### config.mk
export PLATFORM = sky130hd
export DESIGN_NAME = temporal_equal_n
export DESIGN_NICKNAME = d
export VERILOG_FILES = /design/src/rtl/temporal_equal_n.sv
export SDC_FILE = /design/constraint.sdc
export NUM_CORES = 1
export LEC_CHECK = 0
export ABC_CLOCK_PERIOD_IN_PS = 3750
export CORE_UTILIZATION = 50
export CTS_CLUSTER_SIZE = 12
export DETAILED_ROUTE_END_ITERATION = 16
export PLACE_DENSITY = 0.74
export SETUP_SLACK_MARGIN = 0.5
export SLEW_MARGIN = 20
export SYNTH_ARGS = -nofsm -noshare
export SYNTH_HDL_FRONTEND = slang
export SYNTH_HIERARCHICAL = 1
export SYNTH_SLANG_ARGS = --single-unit
### constraint.sdc
create_clock -name aclk -period 3.75 [get_ports aclk]
set_input_delay 0.5625 -clock aclk [delete_from_list [all_inputs] [get_ports aclk]]
set_output_delay 0.5625 -clock aclk [all_outputs]
set_load 0.1 [all_outputs]
### src/rtl/temporal_equal_n.sv
// temporal_equal_n -- N-input race-logic EQUAL for the pulse-width temporal domain.
//
// A value on each input is the aclk cycle of its first rising edge inside a gamma
// cycle (grst marks the gamma-cycle start). y pulses when every enabled input has
// arrived within TOL cycles of the earliest arrival.
//
// Ports:
//   aclk      in   1     clock, all state on posedge
//   grst      in   1     synchronous active-high reset / gamma-cycle start
//   en_mask   in   N_IN  channel enables, latched while grst=1
//   a         in   N_IN  pulse-width-coded input spikes
//   y         out  1     equality pulse (one cycle after the completing edge)
//   y_time    out  TW    cnt value of the completing arrival, valid with match
//   match     out  1     sticky: equality fired this gamma cycle
//   mismatch  out  1     sticky: spread exceeded TOL or window closed incomplete

// Per-channel edge detector: registers the previous input level and remembers
// whether this channel has already produced its (single) arrival.
module temporal_equal_lane (
    input  logic aclk,
    input  logic grst,
    input  logic a,
    input  logic en,
    input  logic win_open,
    output logic rise,
    output logic arrived
);
    logic a_q;

    // a_q clears on reset, so a level already high after grst counts as an edge.
    assign rise = a & ~a_q & en & ~arrived & win_open;

    always_ff @(posedge aclk) begin
        if (grst) begin
            a_q     <= 1'b0;
            arrived <= 1'b0;
        end else begin
            a_q     <= a;
            arrived <= arrived | rise;
        end
    end
endmodule

module temporal_equal_n #(
    parameter  int N_IN              = 4,
    parameter  int GAMMA_CYCLE_WIDTH = 16,
    parameter  int TOL               = 0,
    localparam int TW = (GAMMA_CYCLE_WIDTH > 1) ? $clog2(GAMMA_CYCLE_WIDTH) : 1
) (
    input  logic            aclk,
    input  logic            grst,
    input  logic [N_IN-1:0] en_mask,
    input  logic [N_IN-1:0] a,
    output logic            y,
    output logic [TW-1:0]   y_time,
    output logic            match,
    output logic            mismatch
);
    localparam logic [TW-1:0] CNT_MAX = TW'(GAMMA_CYCLE_WIDTH - 1);
    // Spread can never exceed CNT_MAX, so clamping keeps the compare in TW bits
    // without changing its outcome.
    localparam logic [TW-1:0] TOL_T =
        TW'((TOL > GAMMA_CYCLE_WIDTH - 1) ? GAMMA_CYCLE_WIDTH - 1 : TOL);

    logic [TW-1:0]   cnt;
    logic [TW-1:0]   first_t;
    logic [N_IN-1:0] mask_q;
    logic [N_IN-1:0] rise;
    logic [N_IN-1:0] arrived;
    logic            closed;
    logic [N_IN-1:0] seen;
    logic [TW-1:0]   ft_eff;
    logic [TW-1:0]   spread;
    logic            complete;
    logic            any_arr;

    for (genvar i = 0; i < N_IN; i++) begin : g_lane
        temporal_equal_lane u_lane (
            .aclk     (aclk),
            .grst     (grst),
            .a        (a[i]),
            .en       (mask_q[i]),
            .win_open (~closed),
            .rise     (rise[i]),
            .arrived  (arrived[i])
        );
    end

    always_comb begin
        closed   = (cnt == CNT_MAX);
        seen     = arrived | rise;
        any_arr  = |seen;
        // On the very first arrival cycle first_t is not loaded yet; use cnt.
        ft_eff   = (arrived == '0) ? cnt : first_t;
        spread   = cnt - ft_eff;
        // An all-zero mask never completes: nothing can arrive.
        complete = (mask_q != '0) && ((seen & mask_q) == mask_q);
    end

    always_ff @(posedge aclk) begin
        if (grst) begin
            cnt      <= '0;
            first_t  <= '0;
            y        <= 1'b0;
            y_time   <= '0;
            match    <= 1'b0;
            mismatch <= 1'b0;
            mask_q   <= en_mask;
        end else begin
            if (!closed)
                cnt <= cnt + 1'b1;
            if (arrived == '0 && rise != '0)
                first_t <= cnt;
            if (!match && !mismatch) begin
                if (complete && spread <= TOL_T) begin
                    match  <= 1'b1;
                    y_time <= cnt;
                    y      <= 1'b1;
                end else if (any_arr && spread > TOL_T) begin
                    mismatch <= 1'b1;
                end else if (closed) begin
                    mismatch <= 1'b1;
                end
            end else if (y && (((a & mask_q) != mask_q) || closed)) begin
                // y only drops here; match stays set, so it cannot re-rise.
                y <= 1'b0;
            end
        end
    end
endmodule

# ---- Word-level counts from Yosys, hierarchy flattened
# Index checks and enable logic that the tools add are counted.
dict set report classes {
  addsub 2
  magnitude_cmp 2
  n_eq_ne 4
  mux 6
  bitwise_logic 33
  reduce_logical 18
}
# operator count
set ops {}
lappend ops {{AND 1 bit} 16}
lappend ops {{inverter 1 bit} 10}
lappend ops {{AND 4 bit} 2}
lappend ops {{nonzero test 4 bit} 2}
lappend ops {{logical AND 1 bit} 6}
lappend ops {{2-to-1 mux 1 bit} 5}
lappend ops {{adder 4 x 1 -> 4 bit, second input constant} 1}
lappend ops {{== test 4 bit} 1}
lappend ops {{== test 4 bit, second input constant} 1}
lappend ops {{> comparator 4 x 1 -> 1 bit, second input constant} 1}
lappend ops {{less-or-equal comparator 4 x 1 -> 1 bit, second input constant} 1}
lappend ops {{logical NOT 4 bit} 1}
lappend ops {{2-to-1 mux 4 bit} 1}
lappend ops {{inequality test 4 bit} 1}
lappend ops {{OR 1 bit} 4}
lappend ops {{OR 4 bit} 1}
lappend ops {{AND reduction 2 bit} 2}
lappend ops {{nonzero test 2 bit} 2}
lappend ops {{OR reduction 4 bit} 1}
lappend ops {{subtractor 4 bit} 1}
lappend ops {{AND reduction 3 bit} 1}
lappend ops {{logical NOT 1 bit} 2}
lappend ops {{inequality test 2 x 1 -> 1 bit, second input constant} 1}
lappend ops {{logical OR 1 bit} 1}
dict set report word_totals {
  reg_bits 27
  in_bits 10
  output_inout_bits 7
}

# ---- Logic depth before layout (Yosys ltp)
# Gate-level depths: netlist of the first run.
dict set report logic_depth {
  ltp_word 12
  ltp_mapped 9
  depth_no_buf 9
}

# ---- Modules after synthesis
# The synthesis of the first run kept the hierarchy.
# module instances cells_per_inst area_each_um2 seq_area_each_um2
set by_module_without_submodules {}
lappend by_module_without_submodules {temporal_equal_n 1 105 1009.7 420.4}
lappend by_module_without_submodules {temporal_equal_lane 4 7 67.6 40.0}

# ---- Worst setup path before layout of the first run
# OpenSTA, ideal clock, no wires.
dict set report synth_path {
  path_type {flip-flop to flip-flop}
  start {register g_lane[1].u_lane.arrived}
  end {register y}
  setup_ps 71
  arrival_ps 2312
  required_time_ps 3679
  path_slack_ps 1367
  path_stages_with_launch 9
  path_buffers 0
  period_less_slack_ps 2383
  path_cell_list {dfxtp_1 -> nor4_4 -> mux2_2 -> ha_1 -> nand2b_1 -> xnor2_1 -> nand3_1 -> or4_1 -> a21oi_1}
}
dict set report synth_between {
  elab_chain_cells 10
}
# item line
set synth_rtl {}
lappend synth_rtl {{start: declaration} 26} ;# output logic arrived
lappend synth_rtl {{start signal: assignment} 39} ;# arrived <= arrived | rise;
lappend synth_rtl {{parallel branches: the longest is 7 deep, another holds subtractor 4 bit} -}
lappend synth_rtl {{logical AND 1 bit (*)} 115} ;# if (complete && spread <= TOL_T) begin
lappend synth_rtl {{inequality test 2 x 1 -> 1 bit (no source line) (*)} -}
lappend synth_rtl {{AND reduction 2 bit (no source line) (*)} -}
lappend synth_rtl {{end signal: assignment} 104} ;# y <= 1'b0;
lappend synth_rtl {{end signal: assignment} 118} ;# y <= 1'b1;
lappend synth_rtl {{end signal: assignment} 126} ;# y <= 1'b0;
lappend synth_rtl {{end: declaration} 54} ;# output logic y,
# Every way passes the cells marked *.
# A chain may end at the register's enable or synchronous reset.

# ---- Final worst setup path of the first run
# Same ends and word-level chain as after synthesis.

==> metrics.md, run 1 <==
| Metric | Value |
|---|---|
| Cell Int Power | `0.417 mW` |
| RSZ-0062 raised after global routing | `false` |
| Share of cells above drive strength 1 | `approximately 6.7%` |
| Synth Register Bits | `27` |
| Slew @ Worst Pin | `0.959 ns` |
| Die Height | `about 53 um` |
| Initial antenna violation count | `0` |
| Count leader, synth | `dfxtp_1` |
| Die ar. | `approximately 0.0028 mm^2` |
| MaxCap Viol Count | `0` |
| ANT nets after route | `0` |
| Setup crit end kind | `flop` |
| Hold Path Class | `flop to flop` |
| Final period util | `a little over two thirds` |
| Final Hold Vio Count | `0` |
| F_max | `384 MHz` |
| Fin nets | `165` |
| Maximum VDD drop | `approximately 260 uV` |
| # diodes | `0` |
| Vias per cell | `about 5.6` |
| Cells after Synth | `133` |
| Sequential area share after synthesis | `about 45%` |
| Port Buffers | `16` |
| Final core utilization | `between 60% and 70%` |
| Critical setup path kind | `flop to flop` |
| Post-synth EDFFs | `4` |
| Area grow syn2layout | `16.3%` |
| Setup TNS | `0 ns` |
| Relative slew slack | `35.9%` |
| Count of distinct cell types in the synthesized netlist | `31` |
| Design Area, Final | `0.00149 mm^2` |
| Placement Setup Slack | `1.14 ns` |
| Avg Inst Size Synth | `9.62 um^2` |
| Cts repair resizes | `0` |
| Remaining DRCs | `0` |
| Setup WS post-layout | `1.15 ns` |
| WL met1 | `1110 um` |
| GRT overflow | `0` |
| Top layer in use | `met4` |
| First-pass GRT wire length | `3760 um` |
| Core footprint | `around 0.0023 mm^2` |
| Worst-path clk slew | `~0.15 ns` |
| Hold buffers post-CTS | `0` |
| Mean routed wirelength per cell | `12.7 um` |
| Pwr Density | `420 mW/mm^2` |
| Top cells by count, synth | `dfxtp_1 (23), nor2_1 (18), inv_1 (11), mux2i_1 (11), nand2b_1 (9)` |
| Biggest area consumer among synthesized cells | `dfxtp_1` |
| Share of the synthesized area in the top cell type | `36.0%` |
| Worst EP required | `roughly 4 ns` |
| Status | `completed` |
| Combinational Power Share | `around a quarter` |
| CP Max Fanout | `6` |
| CTS tree | `built` |
| Clock share of power | `20.8%` |
| Top Ports | `17` |
| GP Congestion | `0.815` |
| DR pass1 iterations | `4` |
| Post-synth design cell area | `approximately 0.0013 mm^2` |
| Starting Density | `55.2%` |
| Area contributors post-synth | `dfxtp_1 (36%), edfxtp_1 (9.4%), mux2i_1 (8.6%)` |
| Worst endpoint data arrival time | `2.87 ns` |
| Ys async rst share | `0%` |
| GRT Total Usage | `a little under a fifth` |
| Leakage power | `0.555 nW` |
| HPWL Detailed | `1680 um` |
| Syn nets | `around 150` |
| Wire length on met3 | `around 80 um` |
| Maximum number of pins on one net before global-route repair | `33` |
| Minimum clock period | `2.60 ns` |
| Synth Warn # | `6` |
| Clk_lat worst skew | `0.33 ns` |
| Setup crit start kind | `flop` |
| Vias in the first global route | `868` |
| Root buffer cell | `clkbuf_4` |
| Worst Skew | `around 0.010 ns` |
| Fraction of power spent switching nets | `33.4%` |
| Die W | `52.6 um` |
| WL final | `2260 um` |
| Placement Cell Area | `between 0.001 and 0.0015 mm^2` |
| Number of buffers created by CTS | `3` |
| Clk sink count | `27` |
| Detailed Route Iter0 Violations | `20` |
| Post-synth top flop | `dfxtp_1` |
| Met2 wire length | `1040 um` |
| Clock Tree Buf Depth | `2` |
| # H-tree levels | `1` |
| Fill cell count | `200` |
| Row cnt | `17` |
| Sequential fraction of design power | `~53%` |
| Setup bufs post-CTS | `0` |
| Hold WS | `0.486 ns` |
| Endpoints failing setup | `0` |
| DR vias | `between 900 and 1000` |
| Final Slew Violations | `0` |
| Psw | `0.209 mW` |
-- worst paths after layout --
path                                                           from                      to  slack [ns]  depth (start not counted)
worst min-delay path                         y_time[3]$_SDFFE_PP0P_  y_time[3]$_SDFFE_PP0P_        0.49                          2
worst max register to register  g_lane[1].u_lane/arrived$_SDFF_PP0_          y$_SDFFE_PP0P_        1.15                          8
worst max-delay path            g_lane[1].u_lane/arrived$_SDFF_PP0_          y$_SDFFE_PP0P_        1.15                          8
worst min register to register               y_time[3]$_SDFFE_PP0P_  y_time[3]$_SDFFE_PP0P_        0.49                          2
-- through the flow --
| step | std cells | power (mW) |
|---|---|---|
| after floorplan | 133 | 0.464 |
| after detailed placement | 174 | 0.504 |
| after global placement | 174 | 0.499 |
| after CTS | 178 | 0.633 |
| final | 178 | 0.626 |
| after global routing | 178 | 0.659 |
-- layout make-up --
| class | instances | area, um^2 | share of cell area [%] |
|---|---|---|---|
| Tap cell | 28 | 35.0 | 2.35 |
| Inverter | 11 | 41.3 | 2.77 |
| Clock buffer | 3 | 22.5 | 1.51 |
| Sequential cell | 27 | 581 | 39.0 |
| Clock inverter | 1 | 7.51 | 0.504 |
| Multi-Input combinational cell | 92 | 647 | 43.4 |
| Timing Repair Buffer | 16 | 155 | 10.4 |
-- critical path: stages, from the launching register on --
cell and delay, ns:
dfxtp_1 0.38, nor4_4 0.47, mux2_2 0.39, ha_1 0.18
nand2b_1 0.08, xnor2_1 0.11, nand3_1 0.20, or4_1 0.57
a21oi_1 0.13
-- per-layer routing --
layer	vias up	GRT usage (%)
met2	28	30.4
met3	4	3.48
met1	464	24.8
met5	-	0
met4	0	9.21
li1	493	-
-- layout by cell type (no fill, tap or decap), drive strengths merged --
master,n
a21oi,8
a22oi,1
a31oi,1
buf,1
clkbuf,3
clkdlybuf4s50,15
clkinvlp,1
dfxtp,23
edfxtp,4
ha,4
inv,11
mux2,1
mux2i,11
nand2,4
nand2b,9
nand3,3
nand3b,1
nand4b,4
nor2,19
nor2b,5
nor3,3
nor3b,1
nor4,4
o211ai,1
o21ai,1
o221ai,2
o22ai,1
o311ai,1
or2b,1
or4,2
xnor2,4
-- cells by family after synthesis --
family                   synth area share, %
XOR/XNOR                                3.32
adder cells (fa/ha/maj)                 3.91
AO/OA/AOI/OAI                           7.72
flip-flops                              45.4
buffers and inverters                   4.11
multiplexers                            9.48
AND/OR/NAND/NOR                         26.1
-- flip-flops by register name, summed over array words and instances, names as in the netlist --
name and count:
cnt 4, first_t 4, g_lane.u_lane/a_q 4, g_lane.u_lane/arrived 4, mask_q 4, y_time 4, match 1, mismatch 1
y 1
-- power groups by stage --
stage / logic [mW] / registers (mW) / clock network (mW)
after detailed placement: 0.164 / 0.340 / 0
after CTS: 0.165 / 0.333 / 0.135
final: 0.163 / 0.333 / 0.130
after global routing: 0.178 / 0.336 / 0.145
after floorplan: 0.0931 / 0.371 / 0
after global placement: 0.160 / 0.338 / 0
(Power assumes the default switching activity.)
==> run 2: changes to the inputs <==
--- a/config.mk
+++ b/config.mk
@@ -5,8 +5,8 @@
 export SDC_FILE = /design/constraint.sdc
 export NUM_CORES = 1
 export LEC_CHECK = 0
-export ABC_CLOCK_PERIOD_IN_PS = 3750
-export CORE_UTILIZATION = 50
+export ABC_CLOCK_PERIOD_IN_PS = 2300
+export CORE_UTILIZATION = 48
 export CTS_CLUSTER_SIZE = 12
 export DETAILED_ROUTE_END_ITERATION = 16
 export PLACE_DENSITY = 0.74
==> constraint.sdc (replaced) <==
create_clock -name aclk -period 2.3 [get_ports aclk]
set_input_delay 0.345 -clock aclk [delete_from_list [all_inputs] [get_ports aclk]]
set_output_delay 0.345 -clock aclk [all_outputs]
set_load 0.1 [all_outputs]
==> run 2 against run 1 <==
The flow now finishes with violations (negative setup slack); sequential share of layout area is 4.5 points lower; wire length is 20% higher; non-clock buffer count is 18 higher; via count is 7.0% higher; count of clock-buffer cells in the layout is 1 higher; sequential power is 61% higher; clock power is 56% higher; setup slack worse by 1.3 ns; register-to-register slack worse by 1.3 ns; fmax is 5.5% higher; clock skew is 0.0097 ns higher; largest power group unchanged.
==> metrics.md, run 2 (synthesis results as in run 1) <==
| Metric | Value |
|---|---|
| Status | `complete, but fails checks` |
| Failing checks | `negative setup slack` |
| Slew @ Worst Pin | `0.801 ns (-0.159 ns)` |
| Remaining DRCs | `0 (unchanged)` |
| Maximum VDD drop | `443 uV (+73%)` |
| Slowest stage cell, crit path | `or4_1` |
| Clk_lat worst skew | `0.33 ns (about the same)` |
| Clk sink count | `27 (unchanged)` |
| Total chip power | `1.11 mW (+77%)` |
| Fill cell count | `191 (-4.5%)` |
| Top Ports | `17 (unchanged)` |
| Pwr Density | `654 mW/mm^2 (+55%)` |
| Final Hold Vio Count | `0 (unchanged)` |
| ANT nets after route | `0 (unchanged)` |
| Port Buffers | `16 (unchanged)` |
| WL final | `2710 um (+20%)` |
| CTS tree | `built` |
| CP Cell Sequence | `nor4_4 -> buf_6 -> mux2i_1 -> ha_1 -> a21oi_2 -> nand2_2 -> xnor2_2 -> or4_1 -> a21oi_1` |
| Crit-path leading delay family | `simple AND/OR/NAND/NOR gates` |
| First-pass GRT wire length | `4440 um (+18%)` |
| Endpoints failing setup | `7 (+7)` |
| Worst-path clk slew | `0.15 ns (about the same)` |
| Starting Density | `51.2% (-4.0 points)` |
| Share of cells above drive strength 1 | `30.4% (+24 points)` |
| Minimum clock period | `2.47 ns (-0.136 ns)` |
| HPWL Detailed | `2010 um (+20%)` |
| Commonest non-fill, non-tap cells in the layout | `buf_4 (24), dfxtp_1 (20), nor2_1 (18)` |
| CP bufs+invs | `1 (+1)` |
| GP Congestion | `0.790 (-3.0%)` |
| Hold Path Class | `flop to flop` |
| Setup crit end kind | `flop` |
| Setup WS post-layout | `-0.165 ns (-1.31 ns)` |
| DR pass1 iterations | `4 (unchanged)` |
| Placement Cell Area | `0.00160 mm^2 (+9.4%)` |
| Core footprint | `0.00250 mm^2 (+7.8%)` |
| Area grow syn2layout | `32.5%` |
| # H-tree levels | `1 (unchanged)` |
| Commonest non-fill, non-tap cell in the layout | `buf_4` |
| GRT met2 Usage | `36.5% (+6.1 points)` |
| Number of buffers created by CTS | `3 (unchanged)` |
| Die ar. | `0.00288 mm^2 (+4.0%)` |
| Worst endpoint data arrival time | `2.73 ns (-0.14 ns)` |
| # diodes | `0 (unchanged)` |
| Vias in the first global route | `979 (+13%)` |
| CP Max Fanout | `5 (-1)` |
| Hold buffers post-CTS | `0 (unchanged)` |
| M1 GR Usage | `28.7% (+3.9 points)` |
| RSZ-0062 raised after global routing | `true` |
| Setup crit start kind | `flop` |
| Relative slew slack | `45.8% (+9.9 points)` |
| Final Slew Violations | `0 (unchanged)` |
| F_max | `406 MHz (+5.5%)` |
| DR vias | `1058 (+7.0%)` |
| Most used routing layer | `met2` |
| Worst EP required | `2.57 ns (-1.44 ns)` |
| Maximum number of pins on one net before global-route repair | `17 (-48%)` |
| Root buffer cell | `clkbuf_4` |
| Die Height | `53.6 um (+2.0%)` |
| Met3 usage | `3.39% (-0.088 points)` |
| Largest stage delay on the critical path | `0.49 ns (-0.08 ns)` |
| Die W | `53.6 um (+2.0%)` |
| Worst Skew | `0.0201 ns (+0.00969 ns)` |
| Initial antenna violation count | `0 (unchanged)` |
| Detailed Route Iter0 Violations | `23 (+15%)` |
| Row cnt | `18 (+1)` |
| Leakage power | `0.675 nW (+22%)` |
| GRT Total Usage | `21.8% (+2.7 points)` |
| Clock Tree Buf Depth | `2 (unchanged)` |
| Final period util | `107% (+38 points)` |
| Fin nets | `183 (+11%)` |
| GRT overflow | `0 (unchanged)` |
| Vias per cell | `5.34 (-3.8%)` |
| Mean routed wirelength per cell | `13.7 um (+7.6%)` |
| MaxCap Viol Count | `0 (unchanged)` |
| Critical setup path kind | `flop to flop` |
| Design Area, Final | `0.00170 mm^2 (+14%)` |
==> run 2: worst min-delay path: cells and delay by family (launching register included) <==
kind / cells / cell delay [ns]
flops: 1 / 0.34
mux: 1 / 0.05
simple gates: 1 / 0.06
==> run 2: final timing paths <==
kind / startpoint / to / slack, ns / cells after the start
worst max-delay path: g_lane[2].u_lane/arrived$_SDFF_PP0_ / match$_SDFFE_PP0P_ / -0.17 / 9
worst max register to register: g_lane[2].u_lane/arrived$_SDFF_PP0_ / match$_SDFFE_PP0P_ / -0.17 / 9
worst min register to register: y_time[1]$_SDFFE_PP0P_ / y_time[1]$_SDFFE_PP0P_ / 0.49 / 2
worst min-delay path: y_time[1]$_SDFFE_PP0P_ / y_time[1]$_SDFFE_PP0P_ / 0.49 / 2
==> run 2: metal layers <==
metal  part of all wire [%]  vias to the layer above
met5                      0                        -
met4                   0.70                        0
met3                    5.2                        4
met2                     49                       36
met1                     45                      486
li1                       -                      532
==> run 2: power breakdown <==
group          leakage (nW)  switching (mW)  total, mW  internal (mW)
sequential            0.228          0.0258      0.537          0.511
combinational         0.432           0.205      0.369          0.164
clock                0.0150           0.135      0.203         0.0678
==> run 2: repair_timing <==
action	4_1_cts	5_1_grt
pin swaps	5	6
gates resized for setup	5	7
endpoints found under the setup margin	11	11
setup buffers	2	0
hold endpoints to repair	0	0
==> run 2: layout make-up <==
class,instances,area [um^2],share of cell area (%)
Multi-Input combinational cell,92,724,42.7
Sequential cell,27,584,34.5
Timing Repair Buffer,34,282,16.6
Inverter,11,41.3,2.44
Tap cell,30,37.5,2.21
Clock buffer,4,26.3,1.55
==> run 2: per-stage QoR <==
step,util (%),cells,setup TNS [ns],hold WS [ns],setup slack (ns)
CTS,66.7,198,-0.472,0.488,-0.105
finish,67.8,198,-0.468,0.485,-0.165
global placement,64.1,192,-0.0127,0.459,-0.0127
detailed placement,64.1,192,-0.304,0.470,-0.100
global route,67.8,198,-1.35,0.516,-0.272
floorplan,-,133,0,0.407,0.00353
==> run 3: changes to the inputs <==
--- a/config.mk
+++ b/config.mk
@@ -6,13 +6,12 @@
 export NUM_CORES = 1
 export LEC_CHECK = 0
 export ABC_CLOCK_PERIOD_IN_PS = 2300
-export CORE_UTILIZATION = 48
+export CORE_UTILIZATION = 49
 export CTS_CLUSTER_SIZE = 12
 export DETAILED_ROUTE_END_ITERATION = 16
-export PLACE_DENSITY = 0.74
+export PLACE_DENSITY = 0.75
 export SETUP_SLACK_MARGIN = 0.5
 export SLEW_MARGIN = 20
 export SYNTH_ARGS = -nofsm -noshare
 export SYNTH_HDL_FRONTEND = slang
-export SYNTH_HIERARCHICAL = 1
 export SYNTH_SLANG_ARGS = --single-unit
==> run 3 against run 2 <==
The flow still finishes with violations (negative setup slack); cell count is 1.0% lower; highest routed layer unchanged; clock skew is 0.0074 ns lower; synthesized cell count is 4.5% higher; core utilization is 1.7 points lower; global-route usage is 1.1 points higher; critical path type unchanged; die area is 4.8% higher; clock power is 8% higher; register-to-register slack worse by 0.09 ns; sequential power is 0.9% higher; critical path depth is 1 lower; synthesized area is 7.1% higher.
==> metrics.md, run 3 <==
| Metric | Value |
|---|---|
| Ys async rst share | `0% (unchanged)` |
| Synth Register Bits | `27 (unchanged)` |
| Share of the synthesized area in the top cell type | `33.6% (-2.4 points)` |
| # diodes | `0 (unchanged)` |
| Worst reg2reg setup slack | `-0.26 ns (-0.09 ns)` |
| Post-synth EDFFs | `4 (unchanged)` |
| Final period util | `111% (+3.9 points)` |
| Failing checks | `negative setup slack` |
| Root buffer cell | `clkbuf_4` |
| Hold Path Class | `flop to flop` |
| Worst endpoint data arrival time | `2.83 ns (+0.10 ns)` |
| Largest stage delay on the critical path | `0.51 ns (+0.02 ns)` |
| Cells after Synth | `139 (+4.5%)` |
| FF-to-FF Start | `g_lane[2].u_lane.arrived$_SDFF_PP0_` |
| Crit-path leading delay family | `simple AND/OR/NAND/NOR gates` |
| Count of distinct cell types in the synthesized netlist | `42 (+35%)` |
| Number of buffers created by CTS | `3 (unchanged)` |
| Hold buffers post-CTS | `0 (unchanged)` |
| Top Ports | `17 (unchanged)` |
| # H-tree levels | `1 (unchanged)` |
| CP Depth | `8 (-1)` |
| Clock Tree Buf Depth | `2 (unchanged)` |
| Status | `complete, but fails checks` |
| Endpoints failing setup | `6 (-1)` |
| Commonest non-fill, non-tap cells in the layout | `dfxtp_1 (20), buf_4 (20), nor2_1 (12)` |
| Worst EP required | `2.57 ns (about the same)` |
| Share of cells above drive strength 1 | `27.7% (-2.6 points)` |
| Row cnt | `18 (unchanged)` |
| Sequential area share after synthesis | `42.3% (-3.0 points)` |
| Mean routed wirelength per cell | `14.9 um (+9.1%)` |
| Setup crit start kind | `flop` |
| Setup WS post-layout | `-0.256 ns (-0.0905 ns)` |
| Setup crit end kind | `flop` |
| Syn nets | `153 (+4.1%)` |
| Maximum number of pins on one net before global-route repair | `17 (unchanged)` |
| Starting Density | `53.4% (+2.2 points)` |
| Final Slew Violations | `0 (unchanged)` |
| Minimum clock period | `2.56 ns (+0.0905 ns)` |
| GRT Total Usage | `22.9% (+1.1 points)` |
| CP Cell Sequence | `nor4_4 -> buf_4 -> mux2_4 -> ha_4 -> nand3b_1 -> or4_4 -> nor3_4 -> mux2i_1` |
| HPWL Detailed | `2220 um (+11%)` |
| CP startpoint | `g_lane[2].u_lane.arrived$_SDFF_PP0_` |
| Top cells by count, synth | `dfxtp_1 (23), nor2_1 (13), mux2i_1 (9), nand2_1 (9), nand2b_1 (8)` |
| Critical setup path kind | `flop to flop` |
| Area contributors post-synth | `dfxtp_1 (34%), edfxtp_1 (8.8%), mux2i_1 (6.6%)` |
| Vias per cell | `5.60 (+4.8%)` |
| Biggest area consumer among synthesized cells | `dfxtp_1` |
| Port Buffers | `16 (unchanged)` |
| Vias in the first global route | `1100 (+12%)` |
| DR vias | `1098 (+3.8%)` |
| Synth Warn # | `0 (-6)` |
| Placed cells | `190 (-1.0%)` |
| Maximum VDD drop | `442 uV (-0.36%)` |
| Post-synth top flop | `dfxtp_1` |
| Count leader, synth | `dfxtp_1` |
| Post-synth design cell area | `0.00137 mm^2 (+7.1%)` |
| Slowest stage cell, crit path | `or4_4` |
| GP Congestion | `0.877 (+11%)` |
| GRT overflow | `0 (unchanged)` |
| FF-to-FF End | `y_time[2]$_SDFFE_PP0P_` |
| WL final | `2930 um (+8.0%)` |
| Detailed Route Iter0 Violations | `34 (+48%)` |
| F_max | `391 MHz (-3.5%)` |
| Pwr Density | `647 mW/mm^2 (-0.92%)` |
| First-pass GRT wire length | `4760 um (+7.2%)` |
| CP Max Fanout | `4 (-1)` |
| Worst setup path endpoint | `y_time[2]$_SDFFE_PP0P_` |
| Count of non-filler cells in the finished layout | `196 (-1.0%)` |
| DR pass1 iterations | `4 (unchanged)` |
| Final core utilization | `66.1% (-1.7 points)` |
| Worst Reg2Reg Path Length in Cells | `8 (-1)` |
| Clk_lat worst skew | `0.34 ns (about the same)` |
| Final Hold Vio Count | `0 (unchanged)` |
| Avg Inst Size Synth | `9.87 um^2 (+2.5%)` |
| MaxCap Viol Count | `0 (unchanged)` |
| Fill cell count | `220 (+15%)` |
| Fin nets | `181 (-1.1%)` |
| Worst Skew | `0.0128 ns (-0.00736 ns)` |
| Die Height | `54.9 um (+2.3%)` |
| CP bufs+invs | `1 (unchanged)` |
| Slew @ Worst Pin | `0.399 ns (-0.402 ns)` |
| ANT nets after route | `0 (unchanged)` |
| Initial antenna violation count | `0 (unchanged)` |
| Core footprint | `0.00257 mm^2 (+2.7%)` |
| CTS tree | `built` |
| RSZ-0062 raised after global routing | `true` |
| Remaining DRCs | `0 (unchanged)` |
| Die W | `54.9 um (+2.3%)` |
| Die ar. | `0.00301 mm^2 (+4.8%)` |
| Area grow syn2layout | `23.8%` |
| Clk sink count | `27 (unchanged)` |
| Leakage power | `0.658 nW (-2.5%)` |
| Relative slew slack | `73.2% (+27 points)` |
| Worst-path clk slew | `0.16 ns (about the same)` |
==> run 3: cell types whose count changed in the layout (fill, tap and decap cells not counted), sizes merged, moves of 4 or more <==
cell,previous run,this run
buf,25,20
nor4bb,0,4
nand4b,4,0
nand2,4,9
nor2,19,13
inv,11,7
==> run 3: how the worst min path moves through the flow <==
stage,depth (start not counted),startpoint,slack [ns],endpoint
after floorplan,0,en_mask[0],0.44,mask_q[0]$_DFFE_PP_
after global placement,2,y$_SDFFE_PP0P_,0.46,y$_SDFFE_PP0P_
after detailed placement,2,y_time[1]$_SDFFE_PP0P_,0.46,y_time[1]$_SDFFE_PP0P_
after CTS,2,y$_SDFFE_PP0P_,0.48,y$_SDFFE_PP0P_
after global routing,2,y$_SDFFE_PP0P_,0.50,y$_SDFFE_PP0P_
final,2,y$_SDFFE_PP0P_,0.48,y$_SDFFE_PP0P_
==> run 3: worst reg2reg max path: stages, from the launching register on <==
cell,delay [ns]
dfxtp_2,0.37
nor4_4,0.29
buf_4,0.15
mux2_4,0.30
ha_4,0.26
nand3b_1,0.10
or4_4,0.51
nor3_4,0.27
mux2i_1,0.22
==> run 3: layout make-up <==
| type | instances | area [um^2] | share of cell area (%) |
|---|---|---|---|
| Inverter | 7 | 26.3 | 1.55 |
| Sequential cell | 27 | 587 | 34.6 |
| Multi-Input combinational cell | 99 | 777 | 45.8 |
| Clock inverter | 1 | 7.51 | 0.442 |
| Tap cell | 30 | 37.5 | 2.21 |
| Clock buffer | 3 | 22.5 | 1.33 |
| Timing Repair Buffer | 29 | 240 | 14.1 |
==> run 3: layer usage <==
layer  part of all wire (%)  global-route usage, %  up-vias
li1                       -                      -      546
met1                     44                   27.2      532
met2                     52                   40.8       18
met3                    3.4                   4.10        2
met4                   0.72                   8.33        0
met5                      0                      0        -
==> run 3: kinds of logic (layout without fill, tap and decap cells) <==
family | count (synthesis) | in the layout | share of synthesized area [%]
buffers and inverters | 13 | 40 | 4.93
and+or+nand+nor | 60 | 60 | 28.7
adders and majority gates | 4 | 4 | 3.65
muxes | 10 | 10 | 7.39
AOI/OAI and AO/OA | 22 | 22 | 11.0
DFF | 27 | 27 | 42.3
xor gates and xnor gates | 3 | 3 | 1.92
==> run 3: report_power, final <==
| group | leakage [nW] | switching, mW | internal [mW] |
|---|---|---|---|
| Sequential | 0.229 | 0.0315 | 0.511 |
| Clock | 0.0139 | 0.153 | 0.0667 |
| Combinational | 0.415 | 0.187 | 0.150 |
| Total | 0.658 | 0.372 | 0.728 |
==> run 3: timing repair <==
action / CTS / global route
pin swaps: 3 / 3
resized for setup: 1 / 6
setup endpoints to repair: 7 / 11
buffers inserted: 1 / 1
cloned: 0 / 0
hold endpoints to repair: 0 / 0
==> run 3: through the flow <==
step	power (mW)	setup WS (ns)	setup TNS [ns]	hold slack [ns]	cell area [um^2]
floorplan	0.782	-0.225	-0.985	0.444	1400
global placement	0.860	-0.125	-0.667	0.459	1630
detailed placement	0.873	-0.238	-1.44	0.461	1630
CTS	1.09	-0.281	-1.57	0.484	1660
global route	1.15	-0.417	-2.37	0.499	1700
finish	1.10	-0.256	-1.38	0.483	1700
